`src/rtl/approx_mult_pkg.sv`:
```
// rtl/approx_mult_pkg.sv - shared types and constants for the approximate-multiplier controllers
package approx_mult_pkg;

    typedef enum logic [1:0] {
        IDLE = 2'd0,
        RUN  = 2'd1,
        DONE = 2'd2
    } state_t;

    localparam logic MODE_EXACT  = 1'b0;
    localparam logic MODE_APPROX = 1'b1;

    // Iteration counter width; a 1-bit operand still needs one counter bit.
    function automatic int cnt_width(input int width);
        return (width > 1) ? $clog2(width) : 1;
    endfunction

endpackage

```
`src/rtl/seq_approx_mult_if.sv`:
```
// rtl/seq_approx_mult_if.sv - operand/product handshake bundle for seq_approx_mult
interface seq_approx_mult_if #(
    parameter int WIDTH = 8
) ();
    logic                   in_valid;
    logic                   in_ready;
    logic [WIDTH-1:0]       a;
    logic [WIDTH-1:0]       b;
    logic                   approx_en;
    logic                   out_valid;
    logic                   out_ready;
    logic [2*WIDTH-1:0]     product;

    modport master (
        output in_valid, a, b, approx_en, out_ready,
        input  in_ready, out_valid, product
    );

    modport slave (
        input  in_valid, a, b, approx_en, out_ready,
        output in_ready, out_valid, product
    );
endinterface

```
`src/rtl/approx_rca.sv`:
```
// rtl/approx_rca.sv - ripple-carry adder whose low columns can fall back to carry-free OR cells
module approx_rca
    import approx_mult_pkg::*;
#(
    parameter int WIDTH       = 8,
    parameter int APPROX_COLS = 4
) (
    input  logic [WIDTH-1:0] x,
    input  logic [WIDTH-1:0] y,
    input  logic             mode,
    output logic [WIDTH-1:0] sum,
    output logic             cout
);
    logic [WIDTH:0] c;

    assign c[0] = 1'b0;
    assign cout = c[WIDTH];

    for (genvar i = 0; i < WIDTH; i++) begin : g_col
        logic fa_s;
        logic fa_c;

        full_adder u_fa (
            .x    (x[i]),
            .y    (y[i]),
            .cin  (c[i]),
            .s    (fa_s),
            .cout (fa_c)
        );

        if (i < APPROX_COLS) begin : g_approx
            // Approximate columns kill the carry, so the first exact column sees cin=0.
            assign sum[i]  = (mode == MODE_APPROX) ? (x[i] | y[i]) : fa_s;
            assign c[i+1]  = (mode == MODE_APPROX) ? 1'b0 : fa_c;
        end else begin : g_exact
            assign sum[i]  = fa_s;
            assign c[i+1]  = fa_c;
        end
    end
endmodule

```
`src/rtl/full_adder.sv`:
```
// rtl/full_adder.sv - single-bit exact full adder cell
module full_adder (
    input  logic x,
    input  logic y,
    input  logic cin,
    output logic s,
    output logic cout
);
    assign s    = x ^ y ^ cin;
    assign cout = (x & y) | (cin & (x ^ y));
endmodule

```
`src/rtl/seq_approx_mult.sv`:
```
// rtl/seq_approx_mult.sv - iterative shift-and-add multiplier with optional approximate low columns
module seq_approx_mult
    import approx_mult_pkg::*;
#(
    parameter int WIDTH       = 8,
    parameter int APPROX_COLS = 4
) (
    input  logic             clk,
    input  logic             rst,
    seq_approx_mult_if.slave bus
);
    localparam int CW = cnt_width(WIDTH);

    state_t            state;
    state_t            state_nxt;
    logic [WIDTH-1:0]  m;
    logic [WIDTH-1:0]  q;
    logic [WIDTH-1:0]  p_hi;
    logic [CW-1:0]     cnt;
    logic              fin;
    logic              mode;
    logic [WIDTH-1:0]  rca_sum;
    logic              rca_c;
    logic [WIDTH-1:0]  add_sum;
    logic              add_c;
    logic              in_ready_c;
    logic              out_valid_c;

    approx_rca #(
        .WIDTH       (WIDTH),
        .APPROX_COLS (APPROX_COLS)
    ) u_rca (
        .x    (p_hi),
        .y    (m),
        .mode (mode),
        .sum  (rca_sum),
        .cout (rca_c)
    );

    assign add_sum = q[0] ? rca_sum : p_hi;
    assign add_c   = q[0] ? rca_c   : 1'b0;

    always_ff @(posedge clk) begin
        if (rst) state <= IDLE;
        else     state <= state_nxt;
    end

    always_comb begin
        state_nxt   = state;
        in_ready_c  = 1'b0;
        out_valid_c = 1'b0;
        case (state)
            IDLE: begin
                in_ready_c = 1'b1;
                if (bus.in_valid) state_nxt = RUN;
            end
            RUN: begin
                if (fin) state_nxt = DONE;
            end
            DONE: begin
                out_valid_c = 1'b1;
                if (bus.out_ready) state_nxt = IDLE;
            end
            default: state_nxt = IDLE;
        endcase
    end

    // RUN spends WIDTH cycles iterating plus one settle cycle flagged by fin before DONE.
    always_ff @(posedge clk) begin
        if (rst) begin
            m    <= '0;
            q    <= '0;
            p_hi <= '0;
            cnt  <= '0;
            fin  <= 1'b0;
            mode <= MODE_EXACT;
        end else begin
            case (state)
                IDLE: begin
                    if (bus.in_valid) begin
                        m    <= bus.a;
                        q    <= bus.b;
                        mode <= bus.approx_en;
                        p_hi <= '0;
                        cnt  <= '0;
                        fin  <= 1'b0;
                    end
                end
                RUN: begin
                    if (!fin) begin
                        p_hi <= {add_c, add_sum[WIDTH-1:1]};
                        q    <= {add_sum[0], q[WIDTH-1:1]};
                        cnt  <= cnt + CW'(1);
                        if (cnt == CW'(WIDTH - 1)) fin <= 1'b1;
                    end
                end
                default: ;
            endcase
        end
    end

    assign bus.in_ready  = in_ready_c;
    assign bus.out_valid = out_valid_c;
    assign bus.product   = out_valid_c ? {p_hi, q} : '0;
endmodule

```
`src/flat_wrapper.sv`:
```
// flat-port wrapper written by rule: the top's interface ports become plain ports
module seq_approx_mult_flat import approx_mult_pkg::*;
#(
    parameter int WIDTH       = 8,
    parameter int APPROX_COLS = 4
)
  (clk, rst, bus_in_valid, bus_a, bus_b, bus_approx_en, bus_out_ready, bus_in_ready, bus_out_valid, bus_product);
  seq_approx_mult_if #(.WIDTH(WIDTH)) bus_i ();
  input  logic clk;
  input  logic rst;
  input wire logic [$bits(bus_i.in_valid)-1:0] bus_in_valid;
  input wire logic [$bits(bus_i.a)-1:0] bus_a;
  input wire logic [$bits(bus_i.b)-1:0] bus_b;
  input wire logic [$bits(bus_i.approx_en)-1:0] bus_approx_en;
  input wire logic [$bits(bus_i.out_ready)-1:0] bus_out_ready;
  output wire logic [$bits(bus_i.in_ready)-1:0] bus_in_ready;
  output wire logic [$bits(bus_i.out_valid)-1:0] bus_out_valid;
  output wire logic [$bits(bus_i.product)-1:0] bus_product;
  assign bus_i.in_valid = bus_in_valid;
  assign bus_i.a = bus_a;
  assign bus_i.b = bus_b;
  assign bus_i.approx_en = bus_approx_en;
  assign bus_i.out_ready = bus_out_ready;
  assign bus_in_ready = bus_i.in_ready;
  assign bus_out_valid = bus_i.out_valid;
  assign bus_product = bus_i.product;
  seq_approx_mult #(.WIDTH(WIDTH), .APPROX_COLS(APPROX_COLS)) u_core (.clk(clk), .rst(rst), .bus(bus_i));
endmodule
```
`config.mk`:
```
export PLATFORM = sky130hd
export DESIGN_NAME = seq_approx_mult_flat
export DESIGN_NICKNAME = d
export VERILOG_FILES = /design/src/rtl/approx_mult_pkg.sv /design/src/rtl/seq_approx_mult_if.sv /design/src/rtl/approx_rca.sv /design/src/rtl/full_adder.sv /design/src/rtl/seq_approx_mult.sv /design/src/flat_wrapper.sv
export SDC_FILE = /design/constraint.sdc
export NUM_CORES = 1
export LEC_CHECK = 0
export ABC_AREA = 1
export BUFFER_PORTS_ARGS = -buffer_cell sky130_fd_sc_hd__buf_2
export CAP_MARGIN = 10
export CORE_AREA = 2 2 57 72
export CTS_CLUSTER_DIAMETER = 30
export DETAILED_ROUTE_END_ITERATION = 7
export DIE_AREA = 0 0 59 74
export GPL_TIMING_DRIVEN = 0
export PLACE_DENSITY = 0.74
export SLEW_MARGIN = 5
export SYNTH_ARGS = -nofsm -noshare
export SYNTH_HDL_FRONTEND = slang
export SYNTH_SLANG_ARGS = --single-unit
```
`constraint.sdc`:
```
create_clock -name clk -period 11.4 [get_ports clk]
set_input_delay 1.14 -clock clk [delete_from_list [all_inputs] [get_ports clk]]
set_output_delay 1.14 -clock clk [all_outputs]
set_load 0.1 [all_outputs]
```
**After elaboration in Yosys (flattened, before gate mapping)**

Index checks and enable logic that the tools add are counted.

- Add/sub/neg operators: 1
- $mul: 0
- Divide/modulo/power cells: 0
- Order comparisons: 0
- Equality and inequality tests: 7
- Shifts and indexed selects: 0
- Muxes and demuxes: 30
- Bitwise gates (word level): 41
- Reduce and logical (&&, ||, !) cells: 6

Operators with widths:

| operator | count |
|---|---|
| $mux W8 | 5 |
| $pmux W8 S2 | 2 |
| $mux W16 | 1 |
| $and A1 B1 Y1 | 15 |
| $xor A1 B1 Y1 | 15 |
| $mux W1 | 14 |
| $or A1 B1 Y1 | 11 |
| $mux W2 | 3 |
| $mux W3 | 2 |
| $ne A2 B2 Y1 const B | 3 |
| $pmux W2 S3 | 1 |
| $pmux W3 S2 | 1 |
| $reduce_and A3 Y1 | 2 |
| $reduce_and A2 Y1 | 2 |
| $add A3 B1 Y3 const B | 1 |
| $eq A3 B3 Y1 const B | 1 |
| $eq A2 B1 Y1 const B | 1 |
| $eq A2 B2 Y1 const B | 1 |
| $logic_not A2 Y1 | 1 |
| $ne A2 B1 Y1 const B | 1 |
| $pmux W1 S2 | 1 |
| $reduce_bool A2 Y1 | 1 |

- Bits in registers: 31
- Bits in latches: 0
- Bits in writable memories: 0
- Memory bits (read-only): 0
- Input bits: 21
- Output and inout port bits: 18
- Word-level logic and storage cells: 92
- Memories kept: 0

**Logic depth before layout (Yosys ltp)**

Gate-level depths: netlist (run 1).

- Word-level depth: 22
- Mapped depth: 22
- Gate-level depth less buffers: 22

**Hierarchy**

From an unflattened synthesis (run 1), not the netlist that was laid out.

- Cells, all modules: 278
- Area, all modules: 1786.7 um^2

Modules (own cells, without submodules):

| module | times used | cells each | area an instance (um^2) | seq. area each (um^2) |
|---|---|---|---|---|
| seq_approx_mult | 1 | 243 | 1503.9 | 620.6 |
| full_adder | 8 | 1 | 20.0 | 0.0 |
| approx_rca | 1 | 27 | 122.6 | 0.0 |

**Worst setup path after synthesis (run 1)**

Ideal clock, no wire load.

- Path type: register to output
- From: reg u_core.state[1]
- To: out bus_product[10]
- Arrival time: 3.440 ns
- Data required time: 10.260 ns
- Setup slack: 6.820 ns
- Cell stages (with the launch flop): 6
- Buffers on the path: 1
- Cells stage by stage: dfxtp_1 -> inv_2 -> nor2_1 -> inv_2 -> buf_2 -> nor2_1

- Cells in the longest elaborated chain, start to end: 3

RTL lines:

| what | line | source |
|---|---|---|
| from (decl) | seq_approx_mult.sv:14 | `state_t state;` |
| from (signal assigned) | seq_approx_mult.sv:45 | `else state <= state_nxt;` |
| $eq A2 B2 Y1 | seq_approx_mult.sv:52 | `case (state)` |
| $mux W1 | seq_approx_mult.sv:52 |  |
| net bus_out_valid | flat_wrapper.sv:17 | `output wire logic [$bits(bus_i.out_valid)-1:0] bus_out_valid;` |
| $mux W16 | seq_approx_mult.sv:104 | `assign bus.product = out_valid_c ? {p_hi, q} : '0;` |
| to (decl) | flat_wrapper.sv:18 | `output wire logic [$bits(bus_i.product)-1:0] bus_product;` |

The timed path passes the listed nets, and every way through them passes these cells.

**Worst setup path in the final report (run 1)**

- From: reg u_core.mode
- To: reg u_core.p_hi[6]

- Cells in the longest elaborated chain, start to end: 20

RTL lines:

| what | line | source |
|---|---|---|
| from (decl) | seq_approx_mult.sv:21 | `logic mode;` |
| from (signal assigned) | seq_approx_mult.sv:83 | `mode <= bus.approx_en;` |
| $mux W1 | approx_rca.sv:34 | `assign c[i+1] = (mode == MODE_APPROX) ? 1'b0 : fa_c;` |
| $and A1 B1 Y1 | full_adder.sv:10 | `assign cout = (x & y) \| (cin & (x ^ y));` |
| $or A1 B1 Y1 | full_adder.sv:10 |  |
| $mux W1 | approx_rca.sv:34 |  |
| $and A1 B1 Y1 | full_adder.sv:10 |  |
| $or A1 B1 Y1 | full_adder.sv:10 |  |
| $mux W1 | approx_rca.sv:34 |  |
| $and A1 B1 Y1 | full_adder.sv:10 |  |
| (+4 left out) | -- |  |
| $and A1 B1 Y1 (*) | full_adder.sv:10 |  |
| $or A1 B1 Y1 (*) | full_adder.sv:10 |  |
| $and A1 B1 Y1 (*) | full_adder.sv:10 |  |
| $or A1 B1 Y1 (*) | full_adder.sv:10 |  |
| $xor A1 B1 Y1 (*) | full_adder.sv:9 | `assign s = x ^ y ^ cin;` |
| $mux W8 (*) | seq_approx_mult.sv:40 | `assign add_sum = q[0] ? rca_sum : p_hi;` |
| $mux W8 (*) | seq_approx_mult.sv:90 | `if (!fin) begin` |
| $pmux W8 S2 (*) | seq_approx_mult.sv:78 | `case (state)` |
| to (signal assigned) | seq_approx_mult.sv:91 | `p_hi <= {add_c, add_sum[WIDTH-1:1]};` |
| to (decl) | seq_approx_mult.sv:18 | `logic [WIDTH-1:0] p_hi;` |

Every way passes the cells marked *; elsewhere a longest branch is shown, timed or not. The select of a mux whose other input is x is not followed.
A chain may end at the register's enable or synchronous reset.

==> summary.txt, run 1 <==
Status
  – Status: finished clean

Critical path
  – CP top delay family: adder cells
  – Data required, critical path: around 12 ns
  – Stages on the worst setup path: 21
  – Worst R2R Path Depth: 21
  – Critical-path cell list: buf_2 > nor2_1 > fa_1 > inv_1 > nor2_1 > fa_1 > inv_1 > nor2_1 > fa_1 > inv_1 > nor2_1 > fa_1 > fa_1 > inv_1 > fa_1 > inv_1 > fa_1 > nand2_1 > a21oi_1 > nor2_1 > nor2_1
  – Arrival time worst endpoint: 4.14 ns
  – CP dominant cell by count: fa_1
  – Max stage delay on crit path: about 0.47 ns
  – Max stage delay cell, worst path: fa_1
  – Crit start category: register
  – CP Buf/Inv Count: 6
  – Worst Setup End Kind: register
  – Critical path type: reg2reg
  – Worst Path Max Fanout: 10

Flow run
  – Maxcap violations: 0

Min path
  – Worst Hold Class: reg2reg
  – Hold depth: 2

Die
  – I/O pin count: 39
  – Initial Utilization: 47.8%
  – Die area: between 4000 and 5000 um^2
  – Core area: ~3700 um^2
  – Chip width: 59 um
  – Row count: 25
  – Chip height: ~74 um

Timing
  – Tcrit/Tclk final: 34.3%
  – Max-slew violations: 0
  – Slew at the pin with the worst max-slew slack: 0.493 ns
  – Slew Limit Headroom: between 60% and 70%
  – Setup_tns: 0 ns
  – Worst setup margin: ~7.5 ns
  – Fmax: 0.256 GHz
  – Minimum clock period: 3.91 ns
  – Final Setup Violations: 0
  – Clk_skew: 0.00405 ns
  – RSZ-0062 raised after global routing: no
  – Count of final hold-check violations: 0

Clock tree
  – CTS resizes: 0
  – Clk buf depth: 2
  – Hold buffer count at CTS: 0
  – Max H-tree Level: 2
  – Root buf cell: clkbuf_8
  – TritonCTS buffer count: 5
  – Clk sinks: 31
  – Clk slew on worst S/H paths: 0.06 ns
  – # Post-CTS Setup Buffers: 0
  – TritonCTS clock tree: built
  – Worst-Skew Late Latency: just under 0.3 ns

Route
  – Iteration-0 DRC Markers: 34
  – Vias per cell: 5.00
  – Drt wl/cell: roughly 13 um
  – First drt pass iteration count: 4
  – Final wirelength: 4.24 mm
  – Routed Antenna Nets: 0
  – Via count: 1681
  – Drt drc: 0

Synthesis
  – Synth top area cells: dfxtp_1 35%, nor2_1 12%, fa_1 7.9%
  – Yosys top cell area share: 35.2%
  – Count of cell types in the netlist: 21
  – Synth Register Bits: 31
  – Synth warn: 0
  – Synthesized cell area: 1760 um^2
  – Post-synthesis sequential area ratio: 35.2%
  – Mean Syn Cell Area: 7.00 um^2
  – Net Count, Synth: 287
  – Yosys top cell by area: dfxtp_1
  – Mapped Cells: roughly 250

Placed design
  – Detail Placement HPWL: 3.18 mm
  – Port buffer count: 38
  – Routability cong.: 0.782
  – DP Area: 2000 um^2
  – Post-Place Setup Slack: 7.49 ns

Power and ir drop
  – Clock power frac: a little under a third
  – Seq pwr share: 48.1%
  – Part of the power in combinational logic: 20.7%
  – Peak supply drop: ~84 uV
  – P_int: 0.177 mW
  – P_leak: 0.989 nW
  – P_sw: 0.0802 mW
  – Sw Share: about 31%
  – PwrDens: 124 nW/um^2

GRT
  – First-pass GRT wire length: ~7.1 mm
  – GRT Total Usage: roughly 22%
  – Largest net degree at the start of global routing: 11
  – Initial antenna violation count: 0
  – Vias in the first global route: 1609
  – Grt total ovfl: 0

Cells and area
  – Nets: 332
  – Synth-to-layout area growth: 17.7%
  – Final design utilization: 56.3%
  – Share of layout cells above drive strength 1: 22.0%
  – Final antenna diode count: 0
  – Fillcell total: 366
  – Final Cell Area: a little over 2000 um^2
==> cell usage after synthesis <==
library cell and count:
buf_2 7, dfxtp_1 31, nor2_1 58, nor2_4 1, a21oi_1 17, nand3_1 8, inv_2 4, nand2_1 34
nor2_2 2, or2_2 1, inv_1 31, buf_6 1, nor2_8 1, o21ai_0 23, clkbuf_1 2, nand2_2 4
buf_4 1, o21a_1 1, fa_1 7, ha_1 7, o21ai_1 11
==> logic make-up (layout without fill, tap and decap cells) <==
kind of cell	Yosys count	after routing	synth area share (%)
AO/OA/AOI/OAI	52	52	14.9
adder cells (fa/ha/maj)	14	14	12.9
buffers and inverters	46	90	10.9
flip-flops	31	31	35.2
AND/OR/NAND/NOR	109	109	26.1
==> stage by stage <==
stage | instances | hold WS [ns] | total power [mW]
finish | 336 | 0.463 | 0.257
global route | 336 | 0.486 | 0.271
CTS | 336 | 0.468 | 0.259
global placement | 330 | 0.442 | 0.178
detailed placement | 330 | 0.458 | 0.179
floorplan | 252 | 0.428 | 0.164
==> routing by layer <==
| layer | track usage [%] | part of all wire (%) |
|---|---|---|
| met1 | 23.5 | 42 |
| met2 | 39.1 | 50 |
| met3 | 4.87 | 4.5 |
| met4 | 14.4 | 3.5 |
| met5 | 0 | 0 |
==> flip-flops by register name, summed over array words and instances, names as in the netlist <==
register / count
u_core.fin: 1
u_core.q: 8
u_core.mode: 1
u_core.p_hi: 8
u_core.cnt: 3
u_core.state: 2
u_core.m: 8
==> path summary, 6_finish.rpt <==
check                      from             end  slack, ns
hold reg to reg   u_core.cnt[1]   u_core.cnt[1]       0.46
hold / removal    u_core.cnt[1]   u_core.cnt[1]       0.46
setup / recovery    u_core.mode  u_core.p_hi[6]       7.49
setup reg to reg    u_core.mode  u_core.p_hi[6]       7.49
==> power by group through the flow <==
stage / clock (mW) / sequential (mW) / combinational, mW
detailed placement: 0 / 0.126 / 0.0534
floorplan: 0 / 0.124 / 0.0391
CTS: 0.0815 / 0.124 / 0.0537
global placement: 0 / 0.126 / 0.0519
global route: 0.0840 / 0.125 / 0.0619
finish: 0.0802 / 0.124 / 0.0532
==> cell type report <==
type                    count  area (um^2)  share of cell area, %
multi-input cells         175          951                   45.8
repair buffers             38          190                   9.16
flip-flops and latches     31          621                   29.9
clock buffers               6         72.6                   3.49
inverters                  35          131                   6.33
well taps                  40         50.0                   2.41
plain buffers              11         61.3                   2.95
==> worst min-delay path, cell delays in order (launching register included) <==
cell     delay (ns)
dfxtp_1        0.31
nand2_1        0.06
a21oi_1        0.05
==> cells in the final DEF, fill, tap and decap left out, drive strengths merged <==
master / netlist / final
o21a: 1 / 1
dfxtp: 31 / 31
fa: 7 / 7
inv: 35 / 35
nand3: 8 / 8
nor2: 62 / 62
buf: 9 / 47
o21ai: 34 / 34
ha: 7 / 7
or2: 1 / 1
clkbuf: 2 / 8
nand2: 38 / 38
a21oi: 17 / 17
Note: power is estimated with default switching activity, not from simulation.
==> inputs of run 2 (changes only) <==
CORE_AREA = 2 2 58 73   (was 2 2 57 72)
DIE_AREA = 0 0 60 75   (was 0 0 59 74)
PLACE_DENSITY = 0.75   (was 0.74)
clock period = 3.5 ns   (was 11.4 ns; I/O delays follow)
==> run 2 against run 1 <==
  * The run now ends with negative setup slack left
  * Combinational power grew to 3.4 times the previous value
  * Die area grew 3.1%
  * Total power grew to 3.3 times the previous value
  * Clock-buffer cell count shrank 1
  * Critical endpoint unchanged
==> summary.txt, run 2 (same netlist as run 1, synthesis figures left out) <==
Critical path
  – Worst Setup End Kind: register
  – CP dominant cell by count: fa_2
  – Worst Setup SP: u_core.p_hi[0]
  – Arrival time worst endpoint: between 3 and 4 ns
  – CP top delay family: adder cells
  – Worst Path Max Fanout: 3
  – Max stage delay cell, worst path: fa_2
  – Max stage delay on crit path: 0.52 ns
  – Crit start category: register
  – Worst Setup EP: u_core.p_hi[6]
  – Critical-path cell list: ha_4 > inv_2 > nor2_2 > fa_2 > inv_2 > nor2_2 > fa_2 > inv_2 > nor2_2 > fa_2 > inv_2 > nor2_2 > fa_2 > fa_2 > inv_2 > fa_2 > inv_2 > fa_2 > nand2_2 > a21oi_2 > nor2_1 > nor2_1
  – Worst R2R Path Depth: 22
  – RR Startpoint: u_core.p_hi[0]
  – Critical R2R Capture: u_core.p_hi[6]
  – Data required, critical path: between 3 and 4 ns
  – CP Buf/Inv Count: 6
  – Critical path type: reg2reg
  – Stages on the worst setup path: 22
  – Reg2reg setup slack: -0.23 ns

Clock tree
  – Max H-tree Level: 2
  – TritonCTS clock tree: built
  – Clk buf depth: 2
  – Clk sinks: 31
  – Clk slew on worst S/H paths: 0.07 ns
  – # Post-CTS Setup Buffers: 0
  – Root buf cell: clkbuf_8
  – TritonCTS buffer count: 5
  – Worst-Skew Late Latency: 0.29 ns

Cells and area
  – Fillcell total: 374
  – Final antenna diode count: 0
  – Multi-input gate area: 1000 um^2
  – Final design utilization: 57.3%
  – Reg area: 627 um^2
  – Largest registers: u_core.m: 8 flops, u_core.p_hi: 8 flops, u_core.q: 8 flops
  – Most common cell after layout, fill and taps aside: nor2_1
  – Synth-to-layout area growth: 22.8%
  – Post-Layout Cell Count: 352
  – Share of layout cells above drive strength 1: 30.9%
  – Nets: 332
  – Commonest cells after routing, fill and taps aside: 53 x nor2_1, 44 x buf_2, 33 x nand2_1, 28 x dfxtp_1, 25 x inv_1
  – Final Cell Area: 2170 um^2

Timing
  – Slew at the pin with the worst max-slew slack: 0.489 ns
  – Tcrit/Tclk final: 107%
  – Slew Limit Headroom: around two thirds
  – Final Setup Violations: 1
  – Max-slew violations: 0
  – Clk_skew: 0.00916 ns
  – Worst setup margin: -0.231 ns
  – Fmax: 0.268 GHz
  – Minimum clock period: 3.73 ns
  – RSZ-0062 raised after global routing: yes
  – Count of final hold-check violations: 0

Route
  – Iteration-0 DRC Markers: 43
  – Vias per cell: between 4 and 5
  – Drt drc: 0
  – Routed Antenna Nets: 0
  – Via count: 1697
  – First drt pass iteration count: 4
  – Final wirelength: 4.33 mm
  – Drt wl/cell: 12.3 um

GRT
  – Largest net degree at the start of global routing: 11
  – Vias in the first global route: 1576
  – Grt total ovfl: 0
  – First-pass GRT wire length: 7.20 mm
  – Initial antenna violation count: 0
  – GRT Total Usage: 21.8%

Placed design
  – Port buffer count: 38
  – Placed cells: 344
  – Detail Placement HPWL: 3.18 mm
  – DP Area: between 2000 and 2500 um^2
  – Routability cong.: 0.770

Min path
  – Worst Hold Class: in2reg
  – Hold depth: 3

Die
  – Core area: ~3800 um^2
  – Chip width: 60 um
  – I/O pin count: 39
  – Die area: 4500 um^2
  – Chip height: 75 um
  – Initial Utilization: between 40% and 50%
  – Row count: 25

Status
  – Status: finished with violations
  – Failing checks: negative setup slack

Power and ir drop
  – P_leak: 0.985 nW
  – Peak supply drop: 273 uV
  – PwrDens: 397 nW/um^2
  – PnR Total Power: between 0.8 and 0.9 mW

Flow run
  – Maxcap violations: 0
[run 2: cell types whose count changed in the layout (fill, tap and decap cells not counted), moves of 2 or more]
cell	before	now
clkinv_2	0	3
dfxtp_1	31	28
dfxtp_2	0	2
fa_1	7	0
fa_2	0	7
inv_1	31	25
inv_2	4	10
nor2_1	58	53
nor2_2	2	7
[run 2: layout make-up]
type | instances | share of cell area, %
buffer | 11 | 3.12
multi-input combinational | 175 | 46.1
tap | 54 | 3.12
clock buffer | 5 | 3.18
timing repair buffer | 38 | 8.78
clock inverter | 3 | 0.693
inverter | 35 | 6.06
sequential | 31 | 28.9
[run 2: worst min path at each step]
stage | startpoint | endpoint
2_1_floorplan | rst | u_core.cnt[1]
3_3_place_gp | u_core.cnt[0] | u_core.cnt[0]
3_5_place_dp | u_core.cnt[0] | u_core.cnt[0]
4_1_cts | bus_a[5] | u_core.m[5]
5_1_grt | rst | u_core.p_hi[0]
6_report | bus_a[5] | u_core.m[5]
[run 2: stage by stage]
stage	hold WS (ns)	setup WS (ns)	setup TNS, ns
after floorplan	0.419	-0.0821	-0.0821
after global placement	0.441	-0.208	-0.286
after detailed placement	0.446	-0.266	-0.425
after CTS	0.308	-0.188	-0.206
after global routing	0.318	-0.369	-0.616
final	0.316	-0.231	-0.231
[run 2: what timing repair did]
action                     CTS  global route
hold buffers                 0             0
resized for setup            8            15
pin swaps                    1             7
setup endpoints to repair    3             3
[run 2: report_power, final]
part	internal [mW]	switching, mW
Clock	0.136	0.139
Combinational	0.0663	0.114
Sequential	0.381	0.0234
[run 2: metal layers]
layer | routed length (um) | GRT usage [%]
met1 | 1720 | 25.0
met2 | 2270 | 38.6
met3 | 288 | 6.01
met4 | 49 | 7.16
met5 | 0 | 0
[run 2: worst min-delay path, delay by kind of cell]
kind / cells / cell delay, ns
compound gates: 1 / 0.06
buf+inv: 1 / 0.08
simple gates: 1 / 0.07
==> inputs of run 3 (changes only) <==
CELL_PAD_IN_SITES_DETAIL_PLACEMENT = 1   (was unset)
CELL_PAD_IN_SITES_GLOBAL_PLACEMENT = 2   (was unset)
CORE_AREA = 2 2 77 98   (was 2 2 58 73)
CTS_CLUSTER_SIZE = 30   (was unset)
DIE_AREA = 0 0 79 100   (was 0 0 60 75)
PLACE_DENSITY = 0.74   (was 0.75)
==> run 3 against run 2 <==
  * The run still ends with negative setup slack left
  * Largest cell class unchanged
  * Sequential power barely moved
  * Final cell count rose by 11%
  * Clock skew rose by 0.0013 ns
  * Largest power group unchanged
  * Global-route usage fell by 7.7 points
  * Clock power rose by 8.0%
  * Via count fell by 1.5%
  * Setup slack improved by 0.077 ns
  * Highest routed layer unchanged
==> summary.txt, run 3 (same netlist as run 1, synthesis figures left out) <==
Critical path
  – Arrival time worst endpoint: about 3.9 ns
  – RR Startpoint: u_core.p_hi[0]
  – Worst Setup SP: u_core.p_hi[0]
  – Worst Setup End Kind: register
  – Data required, critical path: 3.73 ns
  – Crit start category: register
  – Worst Path Max Fanout: 3
  – Critical path type: reg2reg
  – Worst R2R Path Depth: 22

Clock tree
  – Worst-Skew Late Latency: 0.29 ns
  – Clk buf depth: 2
  – Hold buffer count at CTS: 0
  – Clk slew on worst S/H paths: about 0.07 ns
  – Root buf cell: clkbuf_8
  – TritonCTS clock tree: built
  – Clk sinks: 31
  – Max H-tree Level: 2
  – TritonCTS buffer count: 5

GRT
  – Vias in the first global route: 1758
  – GRT Total Usage: 14.1%
  – First-pass GRT wire length: about 8.6 mm
  – Grt total ovfl: 0
  – Initial antenna violation count: 0
  – Largest net degree at the start of global routing: 11

Cells and area
  – Nets: about 330
  – Final antenna diode count: 0
  – Most common cell after layout, fill and taps aside: nor2_1
  – Synth-to-layout area growth: 26.0%
  – Multi-input gate area: 1000 um^2
  – Share of layout cells above drive strength 1: 30.9%
  – Commonest cells after routing, fill and taps aside: 53 x nor2_1, 44 x buf_2, 33 x nand2_1, 28 x dfxtp_1, 25 x inv_1
  – Fillcell total: between 900 and 1000
  – Final design utilization: a little under a third
  – Largest registers: u_core.m: 8 flops, u_core.p_hi: 8 flops, u_core.q: 8 flops
  – Reg area: 624 um^2

Min path
  – Hold_sp: bus_a[4]
  – Worst Hold Class: in2reg
  – Hold depth: 3

Timing
  – RSZ-0062 raised after global routing: yes
  – Slew at the pin with the worst max-slew slack: 0.515 ns
  – Minimum clock period: 3.65 ns
  – Worst setup margin: -0.154 ns
  – Final Setup Violations: 1
  – Clk_skew: 0.0105 ns
  – Tcrit/Tclk final: 104%
  – Max-slew violations: 0
  – Fmax: 0.274 GHz
  – Count of final hold-check violations: 0
  – Slew Limit Headroom: 65.7%

Placed design
  – Post-Place Setup Slack: -0.293 ns
  – Routability cong.: approximately 0.72
  – Detail Placement HPWL: 3.91 mm
  – Port buffer count: 38

Flow run
  – Maxcap violations: 0

Route
  – Drt drc: 0
  – Drt wl/cell: 13.0 um
  – First drt pass iteration count: 4
  – Iteration-0 DRC Markers: 55
  – Vias per cell: ~4.3
  – Final wirelength: a little over 5 mm
  – Via count: 1672
  – Routed Antenna Nets: 0

Die
  – Core area: roughly 7100 um^2
  – Chip width: 79 um
  – Chip height: 100 um
  – Row count: 35
  – I/O pin count: 39
  – Initial Utilization: 24.9%
  – Die area: 7900 um^2

Status
  – Status: finished with violations
  – Failing checks: negative setup slack

Power and ir drop
  – Peak supply drop: 154 uV
  – P_leak: 0.989 nW
  – PwrDens: 399 nW/um^2
-- run 3: changes by cell type in the layout (fill, tap and decap cells not counted) --
cell | previous run | this run
dfxtp_4 | 1 | 0
clkbuf_8 | 5 | 6
dfxtp_2 | 2 | 3
clkinv_2 | 3 | 1
buf_4 | 1 | 2
-- run 3: where the power goes --
| part | total [mW] | internal [mW] | switching [mW] | leakage, nW |
|---|---|---|---|---|
| clock | 0.297 | 0.154 | 0.143 | 0.0470 |
| combinational | 0.184 | 0.0666 | 0.118 | 0.686 |
| sequential | 0.405 | 0.382 | 0.0234 | 0.257 |
-- run 3: critical path, stage by stage (launching register included) --
cell and delay (ns):
dfxtp_2 0.34, ha_4 0.15, inv_2 0.04, nor2_2 0.03, fa_2 0.33, inv_2 0.06
nor2_2 0.03, fa_2 0.33, inv_2 0.06, nor2_2 0.03, fa_2 0.33, inv_2 0.06
nor2_2 0.03, fa_2 0.33, fa_2 0.34, inv_2 0.06, fa_2 0.19, inv_2 0.04
fa_2 0.52, nand2_2 0.05, a21oi_2 0.11, nor2_1 0.05, nor2_1 0.08
-- run 3: what timing repair did --
item | in CTS | in global routing
resized for setup | 10 | 12
cloned | 0 | 0
setup buffers | 0 | 1
setup endpoints to repair | 3 | 3
pin swaps | 1 | 8
-- run 3: final timing paths --
| path | endpoint | slack, ns |
|---|---|---|
| max reg2reg | u_core.p_hi[6] | -0.15 |
| min | u_core.m[4] | 0.30 |
| min reg2reg | u_core.cnt[0] | 0.46 |
| max | u_core.p_hi[6] | -0.15 |
-- run 3: metrics by stage --
step                instance area [um^2]  hold slack, ns  TNS (ns)  power [mW]  cells
floorplan                           1770           0.419   -0.0821       0.534    252
global placement                    2080           0.448    -0.423       0.591    382
detailed placement                  2080           0.458    -0.466       0.595    382
CTS                                 2190           0.300    -0.191       0.892    389
global route                        2220           0.323    -0.602       0.940    390
finish                              2220           0.305    -0.154       0.887    390
-- run 3: per-layer routing --
layer / share of wire, % / GRT usage [%]
met4: 1.7 / 4.77
met1: 45 / 17.6
met5: 0 / 0
met2: 50 / 24.3
met3: 3.4 / 2.70
-- run 3: cell type report --
type                       count  area share [%]
multi-input combinational    175            45.0
clock buffer                   6            3.71
sequential                    31            28.1
tap                           92            5.18
timing repair buffer          39            8.89
buffer                        11            3.04
clock inverter                 1           0.225
inverter                      35            5.91
